==> config.mk <==
export PLATFORM = sky130hd
export DESIGN_NAME = mem_port_arbiter_flat
export DESIGN_NICKNAME = d
export VERILOG_FILES = /design/src/rtl/mem_port_arbiter_if.sv /design/src/rtl/mem_port_arbiter.sv /design/src/flat_wrapper.sv
export SDC_FILE = /design/constraint.sdc
export NUM_CORES = 1
export LEC_CHECK = 0
export BUFFER_PORTS_ARGS = -buffer_cell sky130_fd_sc_hd__buf_2
export CAP_MARGIN = 20
export CORE_AREA = 2 2 108 110
export CTS_CLUSTER_DIAMETER = 100
export DETAILED_ROUTE_END_ITERATION = 8
export DIE_AREA = 0 0 110 112
export HOLD_SLACK_MARGIN = 0.08
export PLACE_DENSITY = 0.75
export RECOVER_POWER = 50
export REMOVE_ABC_BUFFERS = 1
export SLEW_MARGIN = 10
export SYNTH_ARGS = -nofsm -noshare
export SYNTH_HDL_FRONTEND = slang
export SYNTH_SLANG_ARGS = --single-unit
==> constraint.sdc <==
create_clock -name clock -period 2.2 [get_ports clock]
set_clock_uncertainty 0.2 [all_clocks]
set_input_delay 0.33 -clock clock [delete_from_list [all_inputs] [get_ports clock]]
set_output_delay 0.33 -clock clock [all_outputs]
set_load 0.01 [all_outputs]
==> src/rtl/mem_port_arbiter_if.sv <==
// Signal bundle between the IFU/LSU request ports, the arbiter and the shared memory port.
// The slave modport is the arbiter's view; master is the core/memory environment.
interface mem_port_arbiter_if;
  logic        ifu_reqValid;
  logic [31:0] ifu_addr;
  logic        ifu_respValid;
  logic [31:0] ifu_rdata;

  logic        lsu_reqValid;
  logic [31:0] lsu_addr;
  logic [1:0]  lsu_size;
  logic        lsu_wen;
  logic [31:0] lsu_wdata;
  logic [3:0]  lsu_wmask;
  logic        lsu_respValid;
  logic [31:0] lsu_rdata;

  logic        mem_reqValid;
  logic [31:0] mem_addr;
  logic [1:0]  mem_size;
  logic        mem_wen;
  logic [31:0] mem_wdata;
  logic [3:0]  mem_wmask;
  logic        mem_respValid;
  logic [31:0] mem_rdata;

  logic        timeout_err;

  modport slave (
    input  ifu_reqValid, ifu_addr,
    output ifu_respValid, ifu_rdata,
    input  lsu_reqValid, lsu_addr, lsu_size, lsu_wen, lsu_wdata, lsu_wmask,
    output lsu_respValid, lsu_rdata,
    output mem_reqValid, mem_addr, mem_size, mem_wen, mem_wdata, mem_wmask,
    input  mem_respValid, mem_rdata,
    output timeout_err
  );

  modport master (
    output ifu_reqValid, ifu_addr,
    input  ifu_respValid, ifu_rdata,
    output lsu_reqValid, lsu_addr, lsu_size, lsu_wen, lsu_wdata, lsu_wmask,
    input  lsu_respValid, lsu_rdata,
    input  mem_reqValid, mem_addr, mem_size, mem_wen, mem_wdata, mem_wmask,
    output mem_respValid, mem_rdata,
    input  timeout_err
  );
endinterface

==> src/rtl/mem_port_arbiter.sv <==
// Shares one memory port between IFU fetch and LSU data requests: grants one, latches it,
// holds it on the port until the response (or a timeout abort) and routes the reply back.
module mem_port_arbiter #(
  parameter int unsigned LSU_FIRST   = 1,
  parameter int unsigned TIMEOUT_CYC = 1024,
  parameter int unsigned CNT_W       = 11
) (
  input logic             clock,
  input logic             reset,
  mem_port_arbiter_if.slave bus
);

  localparam logic [1:0] S_IDLE     = 2'd0;
  localparam logic [1:0] S_BUSY_IFU = 2'd1;
  localparam logic [1:0] S_BUSY_LSU = 2'd2;

  localparam logic [CNT_W-1:0] CNT_LAST = CNT_W'(TIMEOUT_CYC - 1);

  logic [1:0]       state_q, state_d;
  logic [CNT_W-1:0] cnt_q,   cnt_d;
  logic [31:0]      addr_q,  addr_d;
  logic [1:0]       size_q,  size_d;
  logic             wen_q,   wen_d;
  logic [31:0]      wdata_q, wdata_d;
  logic [3:0]       wmask_q, wmask_d;

  logic busy;
  logic expire;
  logic finish;
  logic pick_lsu;

  always_comb begin
    busy     = (state_q != S_IDLE);
    // A response arriving in the last allowed cycle takes priority over the abort.
    expire   = busy && !bus.mem_respValid && (cnt_q == CNT_LAST);
    finish   = busy && (bus.mem_respValid || expire);
    pick_lsu = bus.lsu_reqValid && ((LSU_FIRST != 0) || !bus.ifu_reqValid);

    state_d = state_q;
    cnt_d   = cnt_q;
    addr_d  = addr_q;
    size_d  = size_q;
    wen_d   = wen_q;
    wdata_d = wdata_q;
    wmask_d = wmask_q;

    case (state_q)
      S_IDLE: begin
        if (bus.ifu_reqValid || bus.lsu_reqValid) begin
          cnt_d = '0;
          if (pick_lsu) begin
            state_d = S_BUSY_LSU;
            addr_d  = bus.lsu_addr;
            size_d  = bus.lsu_size;
            wen_d   = bus.lsu_wen;
            wdata_d = bus.lsu_wdata;
            wmask_d = bus.lsu_wmask;
          end else begin
            state_d = S_BUSY_IFU;
            addr_d  = bus.ifu_addr;
            size_d  = 2'b10;
            wen_d   = 1'b0;
            wdata_d = '0;
            wmask_d = '0;
          end
        end
      end
      S_BUSY_IFU, S_BUSY_LSU: begin
        if (finish) begin
          state_d = S_IDLE;
        end else begin
          cnt_d = cnt_q + CNT_W'(1);
        end
      end
      default: state_d = S_IDLE;
    endcase
  end

  always_ff @(posedge clock or negedge reset) begin
    if (!reset) begin
      state_q <= S_IDLE;
      cnt_q   <= '0;
      addr_q  <= '0;
      size_q  <= '0;
      wen_q   <= 1'b0;
      wdata_q <= '0;
      wmask_q <= '0;
    end else begin
      state_q <= state_d;
      cnt_q   <= cnt_d;
      addr_q  <= addr_d;
      size_q  <= size_d;
      wen_q   <= wen_d;
      wdata_q <= wdata_d;
      wmask_q <= wmask_d;
    end
  end

  // Shared-port fields come straight from registers, so no request input reaches them.
  assign bus.mem_reqValid = busy;
  assign bus.mem_addr     = addr_q;
  assign bus.mem_size     = size_q;
  assign bus.mem_wen      = wen_q;
  assign bus.mem_wdata    = wdata_q;
  assign bus.mem_wmask    = wmask_q;

  assign bus.ifu_respValid = finish && (state_q == S_BUSY_IFU);
  assign bus.lsu_respValid = finish && (state_q == S_BUSY_LSU);
  assign bus.ifu_rdata     = (bus.ifu_respValid && bus.mem_respValid) ? bus.mem_rdata : '0;
  assign bus.lsu_rdata     = (bus.lsu_respValid && bus.mem_respValid) ? bus.mem_rdata : '0;
  assign bus.timeout_err   = expire;

endmodule
==> src/flat_wrapper.sv <==
// flat-port wrapper written by rule: the top's interface ports become plain ports
module mem_port_arbiter_flat 
#(
  parameter int unsigned LSU_FIRST   = 1,
  parameter int unsigned TIMEOUT_CYC = 1024,
  parameter int unsigned CNT_W       = 11
)
  (clock, reset, bus_ifu_reqValid, bus_ifu_addr, bus_ifu_respValid, bus_ifu_rdata, bus_lsu_reqValid, bus_lsu_addr, bus_lsu_size, bus_lsu_wen, bus_lsu_wdata, bus_lsu_wmask, bus_lsu_respValid, bus_lsu_rdata, bus_mem_reqValid, bus_mem_addr, bus_mem_size, bus_mem_wen, bus_mem_wdata, bus_mem_wmask, bus_mem_respValid, bus_mem_rdata, bus_timeout_err);
  mem_port_arbiter_if bus_i ();
  input logic clock;
  input logic reset;
  input wire logic [$bits(bus_i.ifu_reqValid)-1:0] bus_ifu_reqValid;
  input wire logic [$bits(bus_i.ifu_addr)-1:0] bus_ifu_addr;
  output wire logic [$bits(bus_i.ifu_respValid)-1:0] bus_ifu_respValid;
  output wire logic [$bits(bus_i.ifu_rdata)-1:0] bus_ifu_rdata;
  input wire logic [$bits(bus_i.lsu_reqValid)-1:0] bus_lsu_reqValid;
  input wire logic [$bits(bus_i.lsu_addr)-1:0] bus_lsu_addr;
  input wire logic [$bits(bus_i.lsu_size)-1:0] bus_lsu_size;
  input wire logic [$bits(bus_i.lsu_wen)-1:0] bus_lsu_wen;
  input wire logic [$bits(bus_i.lsu_wdata)-1:0] bus_lsu_wdata;
  input wire logic [$bits(bus_i.lsu_wmask)-1:0] bus_lsu_wmask;
  output wire logic [$bits(bus_i.lsu_respValid)-1:0] bus_lsu_respValid;
  output wire logic [$bits(bus_i.lsu_rdata)-1:0] bus_lsu_rdata;
  output wire logic [$bits(bus_i.mem_reqValid)-1:0] bus_mem_reqValid;
  output wire logic [$bits(bus_i.mem_addr)-1:0] bus_mem_addr;
  output wire logic [$bits(bus_i.mem_size)-1:0] bus_mem_size;
  output wire logic [$bits(bus_i.mem_wen)-1:0] bus_mem_wen;
  output wire logic [$bits(bus_i.mem_wdata)-1:0] bus_mem_wdata;
  output wire logic [$bits(bus_i.mem_wmask)-1:0] bus_mem_wmask;
  input wire logic [$bits(bus_i.mem_respValid)-1:0] bus_mem_respValid;
  input wire logic [$bits(bus_i.mem_rdata)-1:0] bus_mem_rdata;
  output wire logic [$bits(bus_i.timeout_err)-1:0] bus_timeout_err;
  assign bus_i.ifu_reqValid = bus_ifu_reqValid;
  assign bus_i.ifu_addr = bus_ifu_addr;
  assign bus_ifu_respValid = bus_i.ifu_respValid;
  assign bus_ifu_rdata = bus_i.ifu_rdata;
  assign bus_i.lsu_reqValid = bus_lsu_reqValid;
  assign bus_i.lsu_addr = bus_lsu_addr;
  assign bus_i.lsu_size = bus_lsu_size;
  assign bus_i.lsu_wen = bus_lsu_wen;
  assign bus_i.lsu_wdata = bus_lsu_wdata;
  assign bus_i.lsu_wmask = bus_lsu_wmask;
  assign bus_lsu_respValid = bus_i.lsu_respValid;
  assign bus_lsu_rdata = bus_i.lsu_rdata;
  assign bus_mem_reqValid = bus_i.mem_reqValid;
  assign bus_mem_addr = bus_i.mem_addr;
  assign bus_mem_size = bus_i.mem_size;
  assign bus_mem_wen = bus_i.mem_wen;
  assign bus_mem_wdata = bus_i.mem_wdata;
  assign bus_mem_wmask = bus_i.mem_wmask;
  assign bus_i.mem_respValid = bus_mem_respValid;
  assign bus_i.mem_rdata = bus_mem_rdata;
  assign bus_timeout_err = bus_i.timeout_err;
  mem_port_arbiter #(.LSU_FIRST(LSU_FIRST), .TIMEOUT_CYC(TIMEOUT_CYC), .CNT_W(CNT_W)) u_core (.clock(clock), .reset(reset), .bus(bus_i));
endmodule
After elaboration in Yosys (flattened, before gate mapping)
Cells that the tools add are included.
Word-level totals
  flip-flop bits (word level): 84
  bits of input ports: 140
  output and inout bits: 139
  logic and storage cells: 45
Cells by class
  add/subtract/negate cells: 1
  equal/unequal tests: 6
  multiplexer cells: 14
  reduce and logical (&&, ||, !) cells: 17
Operator list (number)
  $mux 32: 4
  $mux 11: 2
  $pmux 11 s2: 1
  $add 11x1->11 const B: 1
  $eq 11x10->1 const B: 1
  $mux 2: 4
  $logic_and 1x1->1: 7
  $mux 4: 1
  $ne 2x1->1 const B: 2
  $pmux 2 s2: 1
  $reduce_and 2->1: 2
  $reduce_bool 2->1: 2
  $reduce_and 3->1: 1
  $eq 2x1->1 const B: 1
  $eq 2x2->1 const B: 1
  $logic_not 2->1: 1
  $logic_or 1x1->1: 2
  $ne 2x2->1 const B: 1
  $reduce_or 2->1: 1
  $logic_not 1->1: 1
  $mux 1: 1

Depth between registers and ports, before layout
Gate-level depths: netlist of the first run.
  word-level depth: 8
  depth in mapped cells: 8
  gate-level depth less buffers: 7

Worst setup path after synthesis of the first run
Ideal clock, no wire load.
  kind: reg-to-output
  from: reg u_core.state_q[0]
  to: out bus_ifu_rdata[0]
  arrival: 1.621 ns
  data required time: 1.670 ns
  path slack: 0.049 ns
  cell stages (with the launch flop): 8
  path buffers: 3
  cell sequence: dfrtp_1 > inv_1 > ha_1 > buf_2 > nor2b_1 > clkbuf_1 > clkbuf_1 > and3_1
On the way
  word-level cells in the longest chain between the ends: 8
  elaborated cells between the ends (all ways): 9
  classes of those cells: eq/ne: 1; mux: 1; reduce/logical: 7
Ends and longest elaborated chain
  from (decl): line mem_port_arbiter.sv:19  | logic [1:0] state_q, state_d;
  from (signal assigned): line mem_port_arbiter.sv:89  | state_q <= state_d;
  $reduce_bool 2->1: line mem_port_arbiter.sv:33  | busy = (state_q != S_IDLE);
  $logic_and 1x1->1 (2 in a row): line mem_port_arbiter.sv:35  | expire = busy && !bus.mem_respValid && (cnt_q == CNT_LAST);
  $logic_or 1x1->1: line mem_port_arbiter.sv:36  | finish = busy && (bus.mem_respValid || expire);
  $logic_and 1x1->1: line mem_port_arbiter.sv:36
  $logic_and 1x1->1 (*): line mem_port_arbiter.sv:107  | assign bus.ifu_respValid = finish && (state_q == S_BUSY_IFU);
  $logic_and 1x1->1 (*): line mem_port_arbiter.sv:109  | assign bus.ifu_rdata = (bus.ifu_respValid && bus.mem_respValid) ? bus.mem_rdata : '0;
  $mux 32 (*): line mem_port_arbiter.sv:109
  to (decl): line flat_wrapper.sv:15  | output wire logic [$bits(bus_i.ifu_rdata)-1:0] bus_ifu_rdata;
Mark *: on every way between the ends. The rest lies on a longest branch, timed or not.

Worst setup path in the final report of the first run
  from: reg u_core.state_q[0]
  to: out bus_ifu_rdata[9]
Same word-level chain as after synthesis.

==> results of run 1 <==
==> routing by layer <==
| layer | wire (um) | track usage | vias to the layer above | share of wire |
|---|---|---|---|---|
| met5 | 13 | 0 | - | 0.00081 |
| met2 | 8450 | 0.454 | 262 | 0.53 |
| li1 | - | - | 2144 | - |
| met1 | 5870 | 0.267 | 2218 | 0.37 |
| met3 | 1180 | 0.0492 | 40 | 0.074 |
| met4 | 482 | 0.104 | 2 | 0.030 |
==> what timing repair did <==
item,CTS,global route
endpoints found under the setup margin,67,76
gates cloned,1,3
setup buffers,11,6
endpoints found under the hold margin,76,0
pin swaps,7,22
hold buffers,51,0
gates resized for setup,21,54
==> through the flow <==
stage / setup TNS [ns] / total power, mW / util
2_1_floorplan: -334.89 / 4.25 / -
3_3_place_gp: 0 / 5.76 / 0.512
3_5_place_dp: 0 / 5.86 / 0.512
4_1_cts: -12.21 / 7.68 / 0.603
5_1_grt: -12.70 / 8.44 / 0.628
6_report: -9.04 / 7.98 / 0.628
==> critical path: cells and delay by family (launching register included) <==
family,cells,cell delay (ns)
simple gates,2,0.37
flops,1,0.37
buf+inv,5,0.61
fa+ha+maj,1,0.17
==> cell usage after synthesis (all sizes together), types with 2 or more instances <==
cell type	count	area share
a21o	2	0.0036
a21oi	6	0.0073
a22o	39	0.083
and2	3	0.0046
and3	64	0.097
buf	11	0.015
clkbuf	26	0.024
dfrtp	84	0.51
ha	5	0.015
inv	9	0.0082
mux2i	32	0.078
nand2	41	0.037
nand2b	4	0.0061
nand3	2	0.0024
nand4	2	0.0030
nor2	4	0.0036
nor3	2	0.0024
o21ai	40	0.049
o311ai	4	0.0085
o31ai	5	0.0091
o41ai	3	0.0082
or2	4	0.0067
or3	2	0.0030
==> power breakdown <==
group	switching (mW)	internal, mW	leakage (nW)
clock	0.625	0.889	0.143
combinational	2.13	1.68	2.61
sequential	0.429	2.23	1.07
total	3.18	4.80	3.82
==> cell families after synthesis <==
group	count (synthesis)
flops	84
compound gates	105
fa+ha+maj	5
simple gates	129
mux	32
buf+inv	46
==> final timing paths <==
path | depth (start not counted) | end | slack (ns) | from
max | 8 | bus_ifu_rdata[9] | -0.20 | u_core.state_q[0]$_DFFE_PN0P_
min | 3 | u_core.bus.mem_addr[29]$_DFFE_PN0P_ | 0.09 | bus_ifu_addr[29]
max reg2reg | 9 | u_core.cnt_q[3]$_DFFE_PN0P_ | 0.03 | u_core.state_q[0]$_DFFE_PN0P_
min reg2reg | 2 | u_core.bus.mem_addr[26]$_DFFE_PN0P_ | 0.28 | u_core.bus.mem_addr[26]$_DFFE_PN0P_
max in group asynchronous | 3 | u_core.cnt_q[6]$_DFFE_PN0P_ | 0.31 | reset
min in group asynchronous | 2 | u_core.bus.mem_wdata[24]$_DFFE_PN0P_ | 0.40 | reset
==> state kept, by name, indices dropped and copies added, names as in the netlist <==
name	count
u_core.cnt_q	11
u_core.bus.mem_addr	32
u_core.bus.mem_size	2
u_core.state_q	2
u_core.bus.mem_wdata	32
u_core.bus.mem_wen	1
u_core.bus.mem_wmask	4
==> final cells by class <==
class | count | area, um^2
inverters | 9 | 33.8
repair buffers | 366 | 2380
well taps | 143 | 179
clock buffers | 10 | 229
flip-flops and latches | 84 | 2100
fillers | 836 | 4160
multi-input cells | 271 | 2020
clock inverters | 6 | 72.6
==> flow_metrics.tcl, run 1 <==
set metrics [dict create \
    fp.dieW_um 110 \
    cp_cell_sequence "inv_2 > ha_4 > buf_12 > nor2b_4 > buf_12 > buf_6 > and3_1 > buf_2" \
    dp_cells 801 \
    drc 0 \
    max_stage_delay_ns 0.37 \
    diodes 0 \
    cts-buffers-inserted 9 \
    root_buffer "clkbuf_16" \
    dr.first_iter.drc_count 258 \
    fin_crit_sh 1.09 \
    startpoint_type "flop" \
    end_kind "output pin" \
    syn_to_final_growth_pct 70.5 \
    wirelength_mm 16.0 \
    grt-ovfl-total 0 \
    vias 4666 \
    grt_pass1_vias 4708 \
    synth_ff_type "dfrtp_1" \
    synth_edf_count 0 \
    grt_first_pass_wirelength_mm 23.2 \
    grt_usage 0.246 \
    avgViaCountPerCell 5.25 \
    clock_sinks 84 \
    synth_warnings 0 \
    initial_core_util 0.368 \
    finalCriticalPeriod_ns 2.40 \
    synth_xor_area_frac 0 \
    worst-setup-path-type "reg2out" \
    ir_worst_vdd_uv 707 \
    coreArea_mm2 0.0112 \
    ys_seq_area_frac 0.510 \
    clk_latency_ns 0.33 \
    crit_required_ns 1.67 \
    layout_common_cells "222 x buf_2, 84 x dfrtp_1, 51 x dlygate4sd3_1" \
    synthArstFlopShare 1.00 \
    critPathMaxFanout 8 \
    die_area_mm2 0.0123 \
    power.leakage_nw 3.82 \
    drive_gt1_frac 0.446 \
    ys_ff_latch 84 \
    pin_count 279 \
    first_pass_iters 4 \
    stdcell_count 889 \
    status "finished, violations left" \
    syn_area_mm2 0.00412 \
    grt_max_degree 78 \
    synth_cell_types 36 \
    clockBufferDepth 2 \
    hold_path.class "in2reg" \
    postPlaceCellArea_mm2 0.00572 \
    wire_per_inst_um 18.0 \
    syn_inst 401 \
    place_ws_ns 0.0157 \
    synthSimpleGateAreaFrac 0.168 \
    chipHeight_um 112 \
    postRouteAntennaNets 0 \
    synth_fa_ha_area_frac 0.0152 \
    synthMuxAreaShare 0.0778 \
    worst_hold_slack_ns 0.0892 \
    dp_hpwl_mm 9.95 \
    slowest_stage "dfrtp_1" \
    antenna_found_initial 1 \
    max_freq_mhz 417 \
    worstMarginPinSlew_ns 0.747 \
    finalSetupViolations 66 \
    cap_violations 0 \
    rows 39 \
    gp_congestion 0.843 \
    slew_viol_final 0 \
    p_per_area_mw_per_mm2 1140 \
    port_buffers 278 \
    syn_avg_cell_area_um2 10.3 \
    rsz0062_at_grt "true" \
    synth_top_family_by_area "compound AO/OA/AOI/OAI gates" \
    cts_max_level 3 \
    final_common_cell "buf_2" \
    cp.arrival_ns 1.87 \
    timing_hold_violations_final 0 \
    cts_tree "built" \
    slew_headroom 0.502 \
    timing.final.ws_setup_ns -0.196 \
    fin_nets 886 \
    path_clk_slew_ns 0.06 \
    violations "setup timing" \
    final_area_mm2 0.00702 \
    worst_path_most_repeated_cell "buf_12" \
    synth_compound_area_frac 0.182 \
]
Power figures use the tool's default switching activity.
==> run 2, diff against run 1 <==
--- a/config.mk
+++ b/config.mk
@@ -7,10 +7,10 @@
 export LEC_CHECK = 0
 export BUFFER_PORTS_ARGS = -buffer_cell sky130_fd_sc_hd__buf_2
 export CAP_MARGIN = 20
-export CORE_AREA = 2 2 108 110
+export CORE_AREA = 4 4 110 112
 export CTS_CLUSTER_DIAMETER = 100
 export DETAILED_ROUTE_END_ITERATION = 8
-export DIE_AREA = 0 0 110 112
+export DIE_AREA = 0 0 114 116
 export HOLD_SLACK_MARGIN = 0.08
 export PLACE_DENSITY = 0.75
 export RECOVER_POWER = 50
==> run 2 against run 1 <==
  * The flow still finishes with violations (setup timing)
  * Sequential power barely moved
  * Wire length down 5.1%
  * Via count is 3.4% lower
  * Register-to-register slack lost 0.04 ns
  * Setup slack got worse by 0.0071 ns
  * Core utilization fell by 4.9 points
  * Critical path type unchanged
  * Largest power group unchanged
==> flow_metrics.tcl, run 2 (synthesis results as in run 1) <==
set metrics [dict create \
    root_buffer "clkbuf_16" \
    crit_required_ns 1.67 \
    wire_per_inst_um 17.4 \
    max_freq_mhz 416 \
    worst_hold_slack_ns 0.0919 \
    cap_violations 0 \
    chipHeight_um 116 \
    path_clk_slew_ns 0.06 \
    end_kind "output pin" \
    stdcell_count 871 \
    swShare 0.408 \
    finalSetupViolations 68 \
    clkPwrFrac 0.204 \
    drive_gt1_frac 0.368 \
    final_area_mm2 0.00650 \
    grt_max_degree 95 \
    worstMarginPinSlew_ns 1.02 \
    global_route.usage.met3 0.0648 \
    dp_hpwl_mm 10.6 \
    internal-power_mw 4.49 \
    rows 39 \
    place_ws_ns -0.0258 \
    grt_pass1_vias 4709 \
    grtUsageMet1 0.258 \
    status "finished, violations left" \
    postPlaceCellArea_mm2 0.00570 \
    violations "setup timing" \
    hold_path.class "in2reg" \
    dp_cells 800 \
    slew_headroom 0.318 \
    syn_to_final_growth_pct 57.8 \
    clockBufferDepth 2 \
    coreArea_mm2 0.0112 \
    cts_tree "built" \
    worst-setup-path-type "reg2out" \
    cp.arrival_ns 1.87 \
    initial_core_util 0.367 \
    postRouteAntennaNets 0 \
    gp_congestion 0.860 \
    slew_viol_final 0 \
    fin_nets 866 \
    finalCriticalPeriod_ns 2.40 \
    pwr-share-comb 0.447 \
    ir_worst_vdd_uv 625 \
    dr.first_iter.drc_count 128 \
    layout_common_cells "205 x buf_2, 82 x dfrtp_1, 72 x clkbuf_1" \
    grt-ovfl-total 0 \
    port_buffers 278 \
    cts-buffers-inserted 9 \
    seqPwrFrac 0.349 \
    startpoint_type "flop" \
    die_area_mm2 0.0132 \
    drc 0 \
    first_pass_iters 4 \
    timing_hold_violations_final 0 \
    pin_count 279 \
    grt_first_pass_wirelength_mm 23.7 \
    grt_usage 0.227 \
    rsz0062_at_grt "true" \
    final_common_cell "buf_2" \
    critPathMaxFanout 3 \
    finalPower_mw 7.58 \
    grt_busiest_layer "met2" \
    netSwitchingPower_mw 3.09 \
    use_met2 0.406 \
    fp.dieW_um 114 \
    cts_max_level 3 \
    finalSetupTns_ns -5.99 \
    antenna_found_initial 2 \
    final_core_utilization 0.579 \
    wirelength_mm 15.2 \
    vias 4506 \
    clk_latency_ns 0.33 \
    avgViaCountPerCell 5.17 \
    clock_sinks 84 \
    power.leakage_nw 3.56 \
    fin_crit_sh 1.09 \
    p_per_area_mw_per_mm2 1170 \
    timing.final.ws_setup_ns -0.203 \
]
run 2: what timing repair did:
| item | CTS | global route |
|---|---|---|
| pin swaps | 4 | 6 |
| hold endpoints to repair | 78 | 0 |
| gates resized for setup | 19 | 9 |
| setup endpoints to repair | 74 | 77 |
| hold buffers | 42 | 0 |
| gates cloned | 0 | 0 |
| buffers inserted | 12 | 2 |
run 2: path summary, 6_finish.rpt:
kind | startpoint | to | slack, ns | cells after the start
max | u_core.cnt_q[1]$_DFFE_PN0P_ | bus_lsu_respValid | -0.20 | 6
min | bus_ifu_addr[13] | u_core.bus.mem_addr[13]$_DFFE_PN0P_ | 0.09 | 3
max reg2reg | u_core.state_q[1]$_DFFE_PN0P_ | u_core.cnt_q[9]$_DFFE_PN0P_ | -0.01 | 9
min reg2reg | u_core.bus.mem_addr[22]$_DFFE_PN0P_ | u_core.bus.mem_addr[22]$_DFFE_PN0P_ | 0.28 | 2
max in group asynchronous | reset | u_core.bus.mem_wdata[26]$_DFFE_PN0P_ | 0.29 | 3
min in group asynchronous | reset | u_core.bus.mem_addr[7]$_DFFE_PN0P_ | 0.56 | 2
run 2: power groups by stage:
stage	logic, mW	registers, mW	clock network, mW
detailed placement	3.28	2.61	0
global placement	3.17	2.60	0
CTS	3.54	2.61	1.58
finish	3.39	2.65	1.55
global route	3.72	2.72	1.65
floorplan	1.35	2.90	0
run 2: metal layers:
layer / share of wire / wire (um)
met3: 0.097 / 1470
met2: 0.51 / 7750
met4: 0.022 / 341
met5: 0.00066 / 10
met1: 0.37 / 5610
run 2: cell type report:
| cell class | count | area, um^2 |
|---|---|---|
| flip-flops and latches | 84 | 2100 |
| well taps | 143 | 179 |
| clock buffers | 10 | 229 |
| repair buffers | 346 | 1970 |
| clock inverters | 6 | 71.3 |
| multi-input cells | 271 | 1910 |
| diodes | 2 | 5.00 |
| fillers | 990 | 4730 |
| inverters | 9 | 33.8 |
run 2: worst max-delay path, cell delays in order, from the launching register on:
cell,delay [ns]
dfrtp_1,0.37
ha_2,0.21
nand3_2,0.10
o41ai_2,0.43
buf_4,0.20
and2_1,0.11
buf_2,0.12
==> run 3, diff against run 2 <==
--- a/config.mk
+++ b/config.mk
@@ -15,7 +15,8 @@
 export PLACE_DENSITY = 0.75
 export RECOVER_POWER = 50
 export REMOVE_ABC_BUFFERS = 1
-export SLEW_MARGIN = 10
+export SKIP_LAST_GASP = 1
+export SLEW_MARGIN = 15
 export SYNTH_ARGS = -nofsm -noshare
 export SYNTH_HDL_FRONTEND = slang
 export SYNTH_SLANG_ARGS = --single-unit
==> constraint.sdc (replaced) <==
create_clock -name clock -period 2.1 [get_ports clock]
set_clock_uncertainty 0.2 [all_clocks]
set_input_delay 0.315 -clock clock [delete_from_list [all_inputs] [get_ports clock]]
set_output_delay 0.315 -clock clock [all_outputs]
set_load 0.01 [all_outputs]
==> run 3 against run 2 <==
  * The flow still finishes with violations (setup timing)
  * Core utilization rose by 9.5 points
  * Non-clock buffer count rose by 43
  * Register-to-register slack got worse by 0.14 ns
  * Sequential share of layout area fell by 4.6 points
  * Clock-buffer cell count fell by 1
  * First-iteration DRC count rose by 74%
  * Clock power barely moved
  * Critical path depth rose by 1
  * Combinational power rose by 33%
==> flow_metrics.tcl, run 3 (synthesis results as in run 1) <==
set metrics [dict create \
    first_pass_iters 4 \
    regToRegEndpoint "u_core.cnt_q[2]$_DFFE_PN0P_" \
    place_ws_ns -0.0194 \
    cap_violations 0 \
    final_common_cell "buf_2" \
    initial_core_util 0.367 \
    gp_congestion 0.877 \
    root_buffer "clkbuf_16" \
    fin_crit_sh 1.16 \
    fill_cells 761 \
    endpoint "bus_ifu_respValid" \
    clock_sinks 84 \
    grt_first_pass_wirelength_mm 24.1 \
    timing_hold_violations_final 0 \
    p_per_area_mw_per_mm2 1170 \
    worst-setup-path-type "reg2out" \
    path_clk_slew_ns 0.07 \
    chipHeight_um 116 \
    clockBufferDepth 2 \
    wire_per_inst_um 19.2 \
    drc 0 \
    drt-met1-wl_mm 6.22 \
    violations "setup timing" \
    slew_viol_final 0 \
    avgViaCountPerCell 5.22 \
    die_area_mm2 0.0132 \
    clk_latency_ns 0.33 \
    slew_headroom 0.581 \
    fin_nets 909 \
    r2r_slack_ns -0.15 \
    wl_met2_mm 9.07 \
    finalCriticalPeriod_ns 2.43 \
    cts_max_level 3 \
    postPlaceCellArea_mm2 0.00572 \
    multiInputGateArea_mm2 0.00218 \
    worstSetupStartpoint "u_core.state_q[0]$_DFFE_PN0P_" \
    grt-ovfl-total 0 \
    pin_count 279 \
    port_buffers 278 \
    antenna_found_initial 3 \
    wl_met3_mm 1.58 \
    cts-buffers-inserted 9 \
    coreArea_mm2 0.0112 \
    status "finished, violations left" \
    wirelength_mm 17.6 \
    cp.arrival_ns 1.92 \
    grt_usage 0.232 \
    reg2regPathDepth 11 \
    hold_path.class "in2reg" \
    postRouteAntennaNets 0 \
    finalSetupViolations 74 \
    final_area_mm2 0.00756 \
    layout_common_cells "213 x buf_2, 82 x dfrtp_1, 70 x dlygate4sd3_1" \
    syn_to_final_growth_pct 83.7 \
    critPathMaxFanout 3 \
    top_layer_used "met5" \
    grt_pass1_vias 4697 \
    timing.final.ws_setup_ns -0.332 \
    cts_tree "built" \
    rsz0062_at_grt "true" \
    end_kind "output pin" \
    r2r-start "u_core.state_q[0]$_DFFE_PN0P_" \
    startpoint_type "flop" \
    worstMarginPinSlew_ns 0.628 \
    drive_gt1_frac 0.480 \
    rows 39 \
    ir_worst_vdd_uv 616 \
    vias 4773 \
    fp.dieW_um 114 \
    finalSetupTns_ns -16.67 \
    dp_hpwl_mm 10.5 \
    dr.first_iter.drc_count 223 \
    seq_area_mm2 0.00210 \
    grt_max_degree 57 \
    crit_required_ns 1.58 \
    max_freq_mhz 411 \
    power.leakage_nw 3.94 \
    finalPower_mw 8.87 \
]
[run 3: changes by cell type in the layout (fill, tap and decap cells not counted), sizes merged]
| cell | change |
|---|---|
| clkinv | +3 |
| inv | +1 |
| clkbuf | -34 |
| clkinvlp | -2 |
| buf | +48 |
| dlygate4sd3 | +28 |
| bufinv | -1 |
[run 3: worst min-delay path by stage]
stage                     startpoint                              endpoint  slack, ns  cells past startpoint
floorplan                      reset    u_core.bus.mem_addr[0]$_DFFE_PN0P_      -0.18                      0
global placement               reset   u_core.bus.mem_wdata[6]$_DFFE_PN0P_       0.04                      1
detailed placement             reset  u_core.bus.mem_wdata[30]$_DFFE_PN0P_       0.05                      1
CTS                  bus_lsu_addr[9]    u_core.bus.mem_addr[9]$_DFFE_PN0P_       0.08                      3
global route        bus_ifu_addr[25]   u_core.bus.mem_addr[25]$_DFFE_PN0P_       0.09                      3
finish              bus_ifu_addr[17]   u_core.bus.mem_addr[17]$_DFFE_PN0P_       0.09                      3
[run 3: final cells by class]
type / count / share of cell area
clock buffers: 9 / 0.0298
flip-flops and latches: 84 / 0.278
well taps: 143 / 0.0237
inverters: 9 / 0.00447
clock inverters: 7 / 0.0101
multi-input cells: 271 / 0.289
diodes: 2 / 0.000662
repair buffers: 389 / 0.364
[run 3: critical path: stages (launching register included)]
cell	delay (ns)
dfrtp_1	0.38
inv_2	0.07
ha_4	0.16
or2_1	0.25
o41ai_4	0.28
buf_4	0.20
and2_1	0.12
buf_2	0.13
[run 3: report_power, final]
group          switching, mW  internal [mW]
clock network          0.737          0.844
registers              0.451           2.34
logic                   2.41           2.09
total                   3.60           5.27
[run 3: metrics by stage]
stage / util / hold slack [ns] / instances
floorplan: - / -0.181 / 364
global placement: 0.510 / 0.0423 / 803
detailed placement: 0.510 / 0.0462 / 803
CTS: 0.615 / 0.0805 / 899
global route: 0.674 / 0.0920 / 914
finish: 0.674 / 0.0859 / 914
[run 3: layer usage]
metal,track usage,up-vias
met5,0,-
met4,0.0974,2
met3,0.0653,56
met2,0.413,278
met1,0.261,2252
li1,-,2185
[run 3: timing repair]
action / in CTS / in global routing
hold buffers: 70 / 0
resized for setup: 16 / 110
cloned: 3 / 5
endpoints found under the hold margin: 115 / 0
pin swaps: 3 / 38
setup endpoints to repair: 74 / 139
buffers inserted: 7 / 12
